`config.mk`:
```
export PLATFORM = sky130hd
export DESIGN_NAME = ex5
export DESIGN_NICKNAME = d
export VERILOG_FILES = /design/src/rtl/ex5_pkg.sv /design/src/rtl/ex5_addr_dec.sv /design/src/rtl/ex5.sv
export SDC_FILE = /design/constraint.sdc
export NUM_CORES = 1
export LEC_CHECK = 0
export ABC_AREA = 1
export CAP_MARGIN = 20
export CORE_AREA = 2 2 39 41
export DETAILED_ROUTE_END_ITERATION = 12
export DIE_AREA = 0 0 41 43
export PLACE_DENSITY = 0.75
export SETUP_SLACK_MARGIN = 0.05
export SLEW_MARGIN = 0
export SYNTH_ARGS = -nofsm -noshare
export SYNTH_HDL_FRONTEND = slang
export SYNTH_SLANG_ARGS = --single-unit
```
`constraint.sdc`:
```
create_clock -name Clk -period 0.93 [get_ports Clk]
set_input_delay 0.186 -clock Clk [delete_from_list [all_inputs] [get_ports Clk]]
set_output_delay 0.186 -clock Clk [all_outputs]
set_load 0.05 [all_outputs]
```
`src/rtl/ex5_pkg.sv`:
```
// Shared constants for the ex5 memory-mapped LED peripheral.
// Optional broadcast address is enabled by defining EX5_BROADCAST_EN.
package ex5_pkg;

  localparam int unsigned FIELD_W = 2;
  localparam int unsigned FIELD_N = 4;
  localparam int unsigned LED_W   = FIELD_W * FIELD_N;

  // Word addresses (byte address >> 2).
  localparam logic [5:0] LED_F0_ADDR    = 6'h0C;
  localparam logic [5:0] LED_F1_ADDR    = 6'h0D;
  localparam logic [5:0] LED_F2_ADDR    = 6'h0E;
  localparam logic [5:0] LED_F3_ADDR    = 6'h0F;
  localparam logic [5:0] LED_BCAST_ADDR = 6'h10;

  function automatic logic [5:0] field_addr(input int unsigned idx);
    logic [5:0] addr;
    case (idx)
      0:       addr = LED_F0_ADDR;
      1:       addr = LED_F1_ADDR;
      2:       addr = LED_F2_ADDR;
      default: addr = LED_F3_ADDR;
    endcase
    return addr;
  endfunction

endpackage

```
`src/rtl/ex5_addr_dec.sv`:
```
// Combinational address decode producing per-field write enables.
// With EX5_BROADCAST_EN defined, LED_BCAST_ADDR enables every field.
module ex5_addr_dec
  import ex5_pkg::*;
(
  input  logic [7:2]         Add,
  input  logic               Write,
  output logic [FIELD_N-1:0] field_we
);

  logic bcast_hit;

`ifdef EX5_BROADCAST_EN
  assign bcast_hit = (Add == LED_BCAST_ADDR);
`else
  assign bcast_hit = 1'b0;
`endif

  genvar gi;
  generate
    for (gi = 0; gi < FIELD_N; gi++) begin : g_dec
      assign field_we[gi] = Write && ((Add == field_addr(gi)) || bcast_hit);
    end
  endgenerate

endmodule

```
`src/rtl/ex5.sv`:
```
// Write-only LED peripheral: four 2-bit fields loaded from SW by address.
// Define EX5_BROADCAST_EN to make word address 0x10 load all fields at once.
module ex5
  import ex5_pkg::*;
(
  input  logic             Clk,
  input  logic             Reset,
  input  logic [7:2]       Add,
  input  logic [1:0]       SW,
  input  logic             Write,
  output logic [LED_W-1:0] LED
);

  logic [FIELD_N-1:0] field_we;
  logic [LED_W-1:0]   led_q;
  logic [LED_W-1:0]   led_next;

  ex5_addr_dec u_addr_dec (
    .Add      (Add),
    .Write    (Write),
    .field_we (field_we)
  );

  genvar gi;
  generate
    for (gi = 0; gi < FIELD_N; gi++) begin : g_field
      assign led_next[gi*FIELD_W +: FIELD_W] =
        field_we[gi] ? SW : led_q[gi*FIELD_W +: FIELD_W];
    end
  endgenerate

  // Reset has priority over any write in the same cycle.
  always_ff @(posedge Clk) begin
    if (Reset) begin
      led_q <= '0;
    end else begin
      led_q <= led_next;
    end
  end

  assign LED = led_q;

endmodule

```
After elaboration in Yosys (flattened, before gate mapping)
Index checks and enable logic that the tools add are counted.
Widths: inputs -> output; s select.
{ "word_totals": {"regBits": 8, "output_inout_bits": 8, "wordCells": 12} }
{ "classes": {"eq_ne": 4, "n_reduce_logical": 4} }
{ "ops": {"columns": ["cell", "count"], "rows": [
  ["$eq 6x4->1 const B", 4],
  ["$logic_and 1x1->1", 4]
]} }

Depth between registers and ports, before layout
Gate-level depths: netlist of run 1.
{ "depth": {"word_depth": 2, "ltp_mapped": 6, "ltp_nobuf": 6} }

Hierarchy
From an unflattened synthesis of run 1, not the netlist that was laid out.
{ "unflattened": {"cells_unflattened": 58, "area_unflattened_um2": 359.1} }
{ "by_module_without_submodules": {"columns": ["module", "instances", "cells_each", "area_per_inst_um2"], "rows": [
  ["ex5", 1, 43, 291.5],
  ["ex5_addr_dec", 1, 15, 67.6]
]} }

Worst setup path after synthesis of run 1
No wires, ideal clock.
{ "synth_path": {"kind": "reg-to-reg", "startpoint": "reg, netlist name LED[0]", "endpoint": "reg led_q[0], in the netlist LED[0]", "arrival_ns": 0.794, "required_time_ns": 0.866, "slack_ns": 0.072, "path_stages_with_launch": 3, "path_buffers": 0, "period_less_slack_ns": 0.858, "path_cell_list": "dfxtp_1 nor2_1 nor2_1"} }
{ "synth_rtl": {"columns": ["element", "line_no", "source"], "rows": [
  ["to (signal assigned)", "ex5.sv:37", "led_q <= led_next;"],
  ["to (decl)", "ex5.sv:15", "logic [LED_W-1:0] led_q;"]
]} }

Worst setup path in the final report of run 1
{ "layout_path": {"startpoint": "reg led_q[1], in the netlist LED[1]", "endpoint": "out LED[1]"} }
{ "layout_rtl": {"columns": ["element", "line_no", "source"], "rows": [
  ["to (decl)", "ex5.sv:11", "output logic [LED_W-1:0] LED"]
]} }
No word-level cell between the ends.

==> results of run 1 <==
[worst max-delay path by stage]
stage	start	endpoint	cells after the start
after floorplan	LED[0]	LED[0]	2
after global placement	Write	LED[0]	6
after detailed placement	Write	LED[4]	6
after CTS	LED[1]	LED[1]	1
after global routing	LED[0]	LED[0]	1
final	LED[1]	LED[1]	1
[kinds of logic (layout without fill, tap and decap cells)]
logic type | count (synthesis) | after routing
and+or+nand+nor | 50 | 50
buffers and inverters | 9 | 30
DFF | 8 | 8
[layout make-up]
type                            count  area (µm²)  area share (%)
Multi-Input combinational cell     50         273            35.1
Inverter                            9        33.8            4.35
Clock buffer                        3        22.5            2.90
Sequential cell                     8         170            21.9
Tap cell                           16        20.0            2.58
Timing Repair Buffer               18         258            33.2
[layer usage]
| layer | share of wire, % | vias to the layer above |
|---|---|---|
| li1 | - | 247 |
| met1 | 42 | 213 |
| met2 | 51 | 12 |
| met3 | 7.5 | 0 |
| met4 | 0 | 0 |
| met5 | 0 | - |
[cell usage in the layout (no fill, tap or decap)]
cell type        synthesis  final
inv_1                    8      4
nand2_1                 11     10
nand2_2                  1      2
inv_2                    1      5
nand3_2                  1      6
clkbuf_4                 0      3
clkdlybuf4s15_1          0      5
dfxtp_2                  0      8
nand3_1                 11      6
nor2_1                  20     16
nor2_4                   1      1
nor2_2                   4      8
clkdlybuf4s50_1          0      3
dlygate4sd2_1            0      2
nand2_4                  1      1
buf_12                   0      8
[power groups by stage]
| stage | Combinational, W | Sequential, W | Clock, W |
|---|---|---|---|
| detailed placement | 0.000129 | 0.000356 | 0 |
| global placement | 0.000127 | 0.000355 | 0 |
| CTS | 0.000125 | 0.000349 | 0.000268 |
| finish | 0.000135 | 0.000349 | 0.000256 |
| floorplan | 0.0000515 | 0.000363 | 0 |
| global route | 0.000148 | 0.000348 | 0.000294 |
[stage by stage]
stage / util [%] / setup TNS (ps)
6_report: 56.1 / 0
4_1_cts: 55.0 / -2.29
3_3_place_gp: 51.3 / -2630
2_1_floorplan: - / 0
5_1_grt: 56.1 / -163
3_5_place_dp: 51.3 / -2820
[repair_timing]
item	in CTS	in global routing
endpoints found under the setup margin	16	16
pin swaps	3	3
gates resized for setup	22	12
==> results by stage, run 1 <==
Outcome:
- The run finished with clean final reports.

Synth:
- The number of warning messages in the yosys log is 0.
- After synthesis, the share of flip-flops with an asynchronous set or reset is 0%.
- The fraction of synthesized cell area taken by the top area cell type is between 30% and 40%.
- The synthesized netlist devotes 0% of its cell area to compound gates.
- The commonest cells after synthesis are 20 x nor2_1, 11 x nand2_1, 11 x nand3_1.
- By area the synthesized netlist is led by dfxtp_1 37%, nor2_1 17%, nand3_1 13%.
- The number of nets in the synthesized netlist is 78.
- Yosys mapped the design onto 11 distinct sky130hd cell types.
- The post-synthesis instance area is 429 µm².
- Summed over all instances, the cell type with the most area after synthesis is dfxtp_1.
- In this run, synthesis produced a sequential element count of 8.
- The fraction of synthesized cell area in xor and xnor cells is 0%.
- The average instance in the mapped netlist occupies 6.41 µm².
- The share of the Yosys chip area taken by registers is 37.3%.
- The gate count after technology mapping is between 60 and 70.
- After Yosys synthesis, full adders, half adders and majority gates account for 0% of the synthesized area.
- Of the total synthesized cell area, the portion taken by AND, OR, NAND and NOR gates is 54.8%.
- The number of enable flip-flop cells after synthesis is 0.
- The fraction of synthesized area in multiplexers is 0%.
- By area, the combinational part of the netlist is dominated by simple AND/OR/NAND/NOR gates.
- The most used flip-flop cell after synthesis is dfxtp_1.
- By instance count, the leading cell after synthesis is nor2_1.

Floorplanning:
- The die covers 0.00176 mm².
- For this configuration, the core starts out at a cell density of ~31%.
- From bottom edge to top edge, the die measures 43 µm.
- The total area inside the core boundary comes to 0.00138 mm².
- The standard-cell row count is 14.
- The floorplan step set the die width to between 40 and 50 µm.
- During I/O placement, the number of pins put on the boundary was 19.

Setup path:
- The slack of the worst reg-to-reg path is 340 ps.
- The critical path arrival is approximately 740 ps.
- In this design, the stage delay of the slowest critical-path cell is 350 ps.
- The critical path is of the flop to output port type.
- Data on the critical path is required at its endpoint by 740 ps.
- The reg-to-reg critical path endpoint is LED[2].
- The reg-to-reg startpoint is LED[2].
- The worst setup path is launched from a flop.
- For this design, the slowest cell found on the critical path is dfxtp_2.
- Walking the worst path, the cells encountered are buf_12.
- The worst path buffer plus inverter count is 1.
- The worst setup path is captured at an output port.
- The count of cells along the worst register-to-register path is 2.
- In this design, the largest share of critical-path delay is due to flip-flops.
- Of all nets on the critical path, the largest fanout is 2.

Routing:
- The routed design has 990 µm of wire.
- The total number of vias is 472.
- Once detail routing completed, the nets flagged for antenna violations numbered 0.
- For this run, the detailed router's first-pass iteration total came to 1.
- In the routed layout, each cell is associated on average with a via count of 4.54.
- The average wire per cell in the routed design is roughly 9.5 µm.
- After detailed routing, the number of remaining DRC violations is 0.
- The first routing iteration left 0 violations.

Place:
- The count of buffers from port buffering is 18.
- After detailed placement, the design holds a cell count of a little over 100.
- The placer's final routability congestion estimate is 0.718.
- The HPWL after detailed placement is around 760 µm.
- Timing analysis after detailed placement gives a worst setup slack of -377 ps.
- The placed instances occupy a cell area of 709 µm².

Pwr:
- The internal power consumption is approximately 0.00055 W.
- The power density relative to cell area is 951 mW/mm².
- The peak supply drop is 785 µV.
- The cell leakage power is 0.329 nW.
- The portion of total power attributed to sequential cells is a little under half.
- The switching power is between 0.00015 and 0.0002 W.
- Total power for the finished layout comes to 0.000739 W.
- The combinational share of power is ~18%.
- The clock network power share is 34.6%.
- The proportion of total power due to net switching is between 20% and 30%.

STA:
- The number of pins exceeding their max-slew limit in the final report came to 0.
- Final hold analysis gives a worst-case slack of between 400 and 500 ps.
- Once routing completed, OpenROAD measured the worst setup slack at 4.78 ps.
- The worst max-slew margin expressed relative to the limit is 84.0%.
- The number of setup violations in the final report is 0.
- The achievable frequency is 1080 MHz.
- The final critical-path share of the clock period is about 100%.
- The minimum clock period is about 930 ps.
- The clock arrives with 0 ps of skew.
- The count of final hold-check violations is 0.
- Setup repair after global routing could not meet its margin everywhere.
- At the pin with the least slew margin, the transition time is 240 ps.

Global routing:
- For met3 alone, demand over resource in global routing was approximately 7.9%.
- For this run, the total global-route usage over all layers was measured as 13.9%.
- For this run the aggregate overflow at the end of global routing stands at 0.
- The first global-routing pass estimated 1640 µm of wire.
- The initial antenna violation count is 0.
- The global routing stage identified its most utilized layer as met2.
- The number of global-route vias before repair came to 436.
- The met1 track demand over resource in global routing is 15.6%.
- Entering global routing, the biggest net connects 9 pins.
- The global-route met2 utilization is 21.6%.

Flow run:
- Across the run, the number of max-cap violations was 0.

CTS:
- The number of setup buffers added after CTS is 0.
- The clock transition at the register clock pins on the worst setup and hold paths after CTS is 50 ps.
- Clock tree synthesis inserted a total of 3 buffers.
- The cell chosen for the clock root is clkbuf_4.
- The H-tree depth is 1.
- The longest clock path from root to sink contains 2 buffers.
- CTS saw 8 sinks.
- The count of hold buffers inserted by post-cts repair is 0.
- The insertion delay to the later sink of the worst-skew pair is 250 ps.
- TritonCTS built the clock tree.

Worst hold path:
- Along the worst hold path, the cell count comes to 6.
- The worst min-delay path category is input pin to flop.
- In this run the most critical hold path is launched from Add[6].
- The endpoint with the worst hold slack is LED[4].

Finish:
- The antenna cell count is 0.
- From synthesis to final layout, the design area changed by 81.0%.
- The count of fill cells added during filler insertion is 137.
- Cells with a size suffix above 1 make up 47.7% of the layout.
- At the end of the flow, the number of nets in the layout was between 100 and 150.
- The flip-flop count of the largest register, all copies and words added is 8.
- The final instance area is 777 µm².
- Excluding fillers, the count of instances in the completed layout stands at roughly 100.
No activity file was read; power rests on OpenSTA's default activity.
==> run 2, diff against run 1 <==
==> constraint.sdc (replaced) <==
create_clock -name Clk -period 0.93 [get_ports Clk]
set_input_delay 0.1395 -clock Clk [delete_from_list [all_inputs] [get_ports Clk]]
set_output_delay 0.1395 -clock Clk [all_outputs]
set_load 0.05 [all_outputs]
==> run 2 against run 1 <==
Utilization is 2.1 points lower. Clock power about the same. Sequential power hardly changed. Register-to-register slack about the same. Final cell count stayed put. Via count up 0.85%. Maximum frequency is 5.9% higher. Combinational power down 8%. Routed wire length decreased by 2.2%. Flip-flop and latch count unchanged. Non-clock buffer count is the same.
==> results by stage, run 2 (synthesis results as in run 1) <==
Pwr:
- The cell leakage power is 0.336 nW (was 0.329 nW).
- The internal power consumption is 0.000547 W (was 0.000551 W).
- The peak supply drop came to 785 µV (about the same).
- The overall power came to 0.000727 W (was 0.000739 W).
- The combinational share of power is 17.1% (was 18.2%).
- The clock network power share was 34.9% (was 34.6%).
- The switching power came to 0.000180 W (was 0.000188 W).
- The portion of total power attributed to sequential cells is 48.0% (was 47.2%).
- The proportion of total power due to net switching was 24.8% (was 25.4%).
- The power density relative to cell area was 972 mW/mm² (was 951 mW/mm²).

STA:
- The count of final hold-check violations is 0 (unchanged).
- Setup repair after global routing missed its margin: true (unchanged).
- The worst max-slew margin expressed relative to the limit is 85.5% (was 84.0%).
- The number of pins exceeding their max-slew limit in the final report is 0 (unchanged).
- The actual transition at the worst max-transition pin was 218 ps (was 240 ps).
- The number of setup violations in the final report was 0 (unchanged).
- The achievable frequency came to 1140 MHz (was 1080 MHz).
- The minimum clock period is 874 ps (was 925 ps).
- The final critical-path share of the clock period came to 94.0% (was 99.5%).
- The sum of negative setup slack is 0 ps (unchanged).
- The final worst clock skew was 0 ps (unchanged).

Global routing:
- The global routing met3 resource utilization is 7.85% (unchanged).
- The combined global-route utilization of all metal layers was 13.8% (was 13.9%).
- The wire length of the first global-routing pass is 1620 µm (was 1640 µm).
- The residual overflow from global routing is 0 (unchanged).
- The met1 track demand over resource in global routing came to 14.6% (was 15.6%).
- The busiest layer in global routing is met2 (unchanged).
- The number of global-route vias before repair is 448 (was 436).
- The initial antenna violation count is 0 (unchanged).
- The largest net degree at the start of global routing is 9 (unchanged).
- The global-route met2 utilization came to 21.6% (unchanged).

Setup path:
- Cell Chain, Critical Path: buf_12 (unchanged).
- The highest-delay cell along the critical path is dfxtp_2 (unchanged).
- The critical path arrival was 730 ps (was 740 ps).
- The element type at the critical path end is an output port (unchanged).
- The start-to-end type of the worst setup path was flop to output port (unchanged).
- The delay contributed by the slowest stage of the critical path is 350 ps (about the same).
- The kind of start point of the critical path is a flop (unchanged).
- The worst-path maximum fanout is 2 (unchanged).
- The worst path buffer plus inverter count is 1 (unchanged).
- The critical path's top delay family is flip-flops (unchanged).
- The data required time of the worst path is 790 ps (was 740 ps).

CTS:
- The maximum root-to-sink buffer count was 2 (unchanged).
- The insertion delay to the later sink of the worst-skew pair is 250 ps (about the same).
- The total CTS buffers is 3 (unchanged).
- The H-tree depth is 1 (unchanged).
- The number of sinks handled by clock tree synthesis is 8 (unchanged).
- The cell chosen for the clock root is clkbuf_4 (unchanged).
- The clock tree from TritonCTS is built (unchanged).
- The clock transition at the register clock pins on the worst setup and hold paths after CTS was 50 ps (about the same).

Finish:
- The final net count came to 101 (unchanged).
- The antenna cell count is 0 (unchanged).
- The number of cells in the finished layout apart from fillers came to 104 (unchanged).
- The post-synthesis to final-layout area growth is 74.3% (was 81.0%).
- The count of fill cells added during filler insertion was 148 (was 137).
- The fraction of layout cells with a size suffix above 1 is 36.4% (was 47.7%).
- The flip-flop count of the largest register, all copies and words added came to 8 (unchanged).
- The register area is 170 µm² (unchanged).
- The area occupied by multi-input gates is 250 µm² (was 273 µm²).
- Most used cells in the layout excluding fill and tap cells: 18 x nor2_1, 11 x nand2_1, 10 x nand3_1 (was 16 x nor2_1, 10 x nand2_1, 8 x dfxtp_2, 8 x nor2_2, 8 x buf_12).
- The most common library cell in the layout ignoring fill and taps is nor2_1 (unchanged).

Routing:
- The routed wire length is 968 µm (was 990 µm).
- The total number of vias was 476 (was 472).
- The total iterations of the first detailed-routing run is 4 (was 1).
- The number of nets still failing antenna checks after routing is 0 (unchanged).
- The post-route DRC violation count is 0 (unchanged).
- The vias per cell is 4.58 (was 4.54).
- The average wire per cell in the routed design is 9.31 µm (was 9.52 µm).
- The starting DRC count in detailed routing is 18 (was 0).

Place:
- The HPWL after detailed placement came to 763 µm (unchanged).
- The post-placement cell count is 101 (unchanged).
- The placer's final routability congestion estimate is 0.718 (unchanged).
- The count of buffers from port buffering is 18 (unchanged).

Floorplanning:
- The standard-cell row count is 14 (unchanged).
- The die outline height is 43 µm (unchanged).
- The number of placed I/O pins is 19 (unchanged).
- The area of the placeable core was 0.00138 mm² (unchanged).
- The die outline area is 0.00176 mm² (unchanged).
- The starting density of the core is 31.0% (unchanged).
- The die extent in x is 41 µm (unchanged).

Worst hold path:
- The worst min-delay path category is input pin to flop (unchanged).

Outcome:
- Status: completed (unchanged).

Flow run:
- The number of violations of the max-capacitance limit is 0 (unchanged).
run 2: cell types whose count changed in the layout (fill, tap and decap cells not counted):
| cell | before | now |
|---|---|---|
| nand3_2 | 6 | 2 |
| nand2_1 | 10 | 11 |
| nor2_1 | 16 | 18 |
| clkdlybuf4s15_1 | 5 | 0 |
| nor2_2 | 8 | 5 |
| inv_2 | 5 | 2 |
| nand2_2 | 2 | 1 |
| dlygate4sd2_1 | 2 | 7 |
| nand3_1 | 6 | 10 |
| inv_1 | 4 | 7 |
| nor2_4 | 1 | 2 |
run 2: path summary, 6_finish.rpt:
| check | startpoint | to | slack [ps] | depth (start not counted) |
|---|---|---|---|---|
| max | LED[0] | LED[0] | 60 | 1 |
| min | Add[6] | LED[4] | 480 | 6 |
| max reg2reg | LED[2] | LED[2] | 340 | 2 |
| min reg2reg | LED[4] | LED[4] | 500 | 2 |
run 2: layout make-up:
class                           count  share of cell area [%]
Timing Repair Buffer               18                    33.6
Sequential cell                     8                    22.7
Multi-Input combinational cell     50                    33.4
Tap cell                           16                    2.68
Inverter                            9                    4.52
Clock buffer                        3                    3.01
run 2: per-layer routing:
layer  wire length, µm  share of wire, %
met2               516                53
met5                 0                 0
met1               373                39
met4                 0                 0
met3                78               8.1
run 2: power groups by stage:
stage / clock network, W / registers [W] / logic [W]
2_1_floorplan: 0 / 0.000363 / 0.0000515
3_3_place_gp: 0 / 0.000355 / 0.000127
3_5_place_dp: 0 / 0.000356 / 0.000129
4_1_cts: 0.000268 / 0.000349 / 0.000122
5_1_grt: 0.000294 / 0.000348 / 0.000137
6_report: 0.000254 / 0.000349 / 0.000124
run 2: metrics by stage:
step	area, µm²	setup slack (ps)	utilization (%)	hold WS, ps
after floorplan	429	71.8	-	366
after global placement	709	-299	51.3	511
after detailed placement	709	-330	51.3	517
after CTS	746	45.3	53.9	476
after global routing	748	15.4	54.1	494
final	748	56.3	54.1	476
run 2: what timing repair did:
| item | in CTS | in global routing |
|---|---|---|
| hold buffers | 0 | 0 |
| setup endpoints to repair | 16 | 11 |
| buffers inserted | 0 | 0 |
| gates resized for setup | 19 | 1 |
| pin swaps | 2 | 1 |
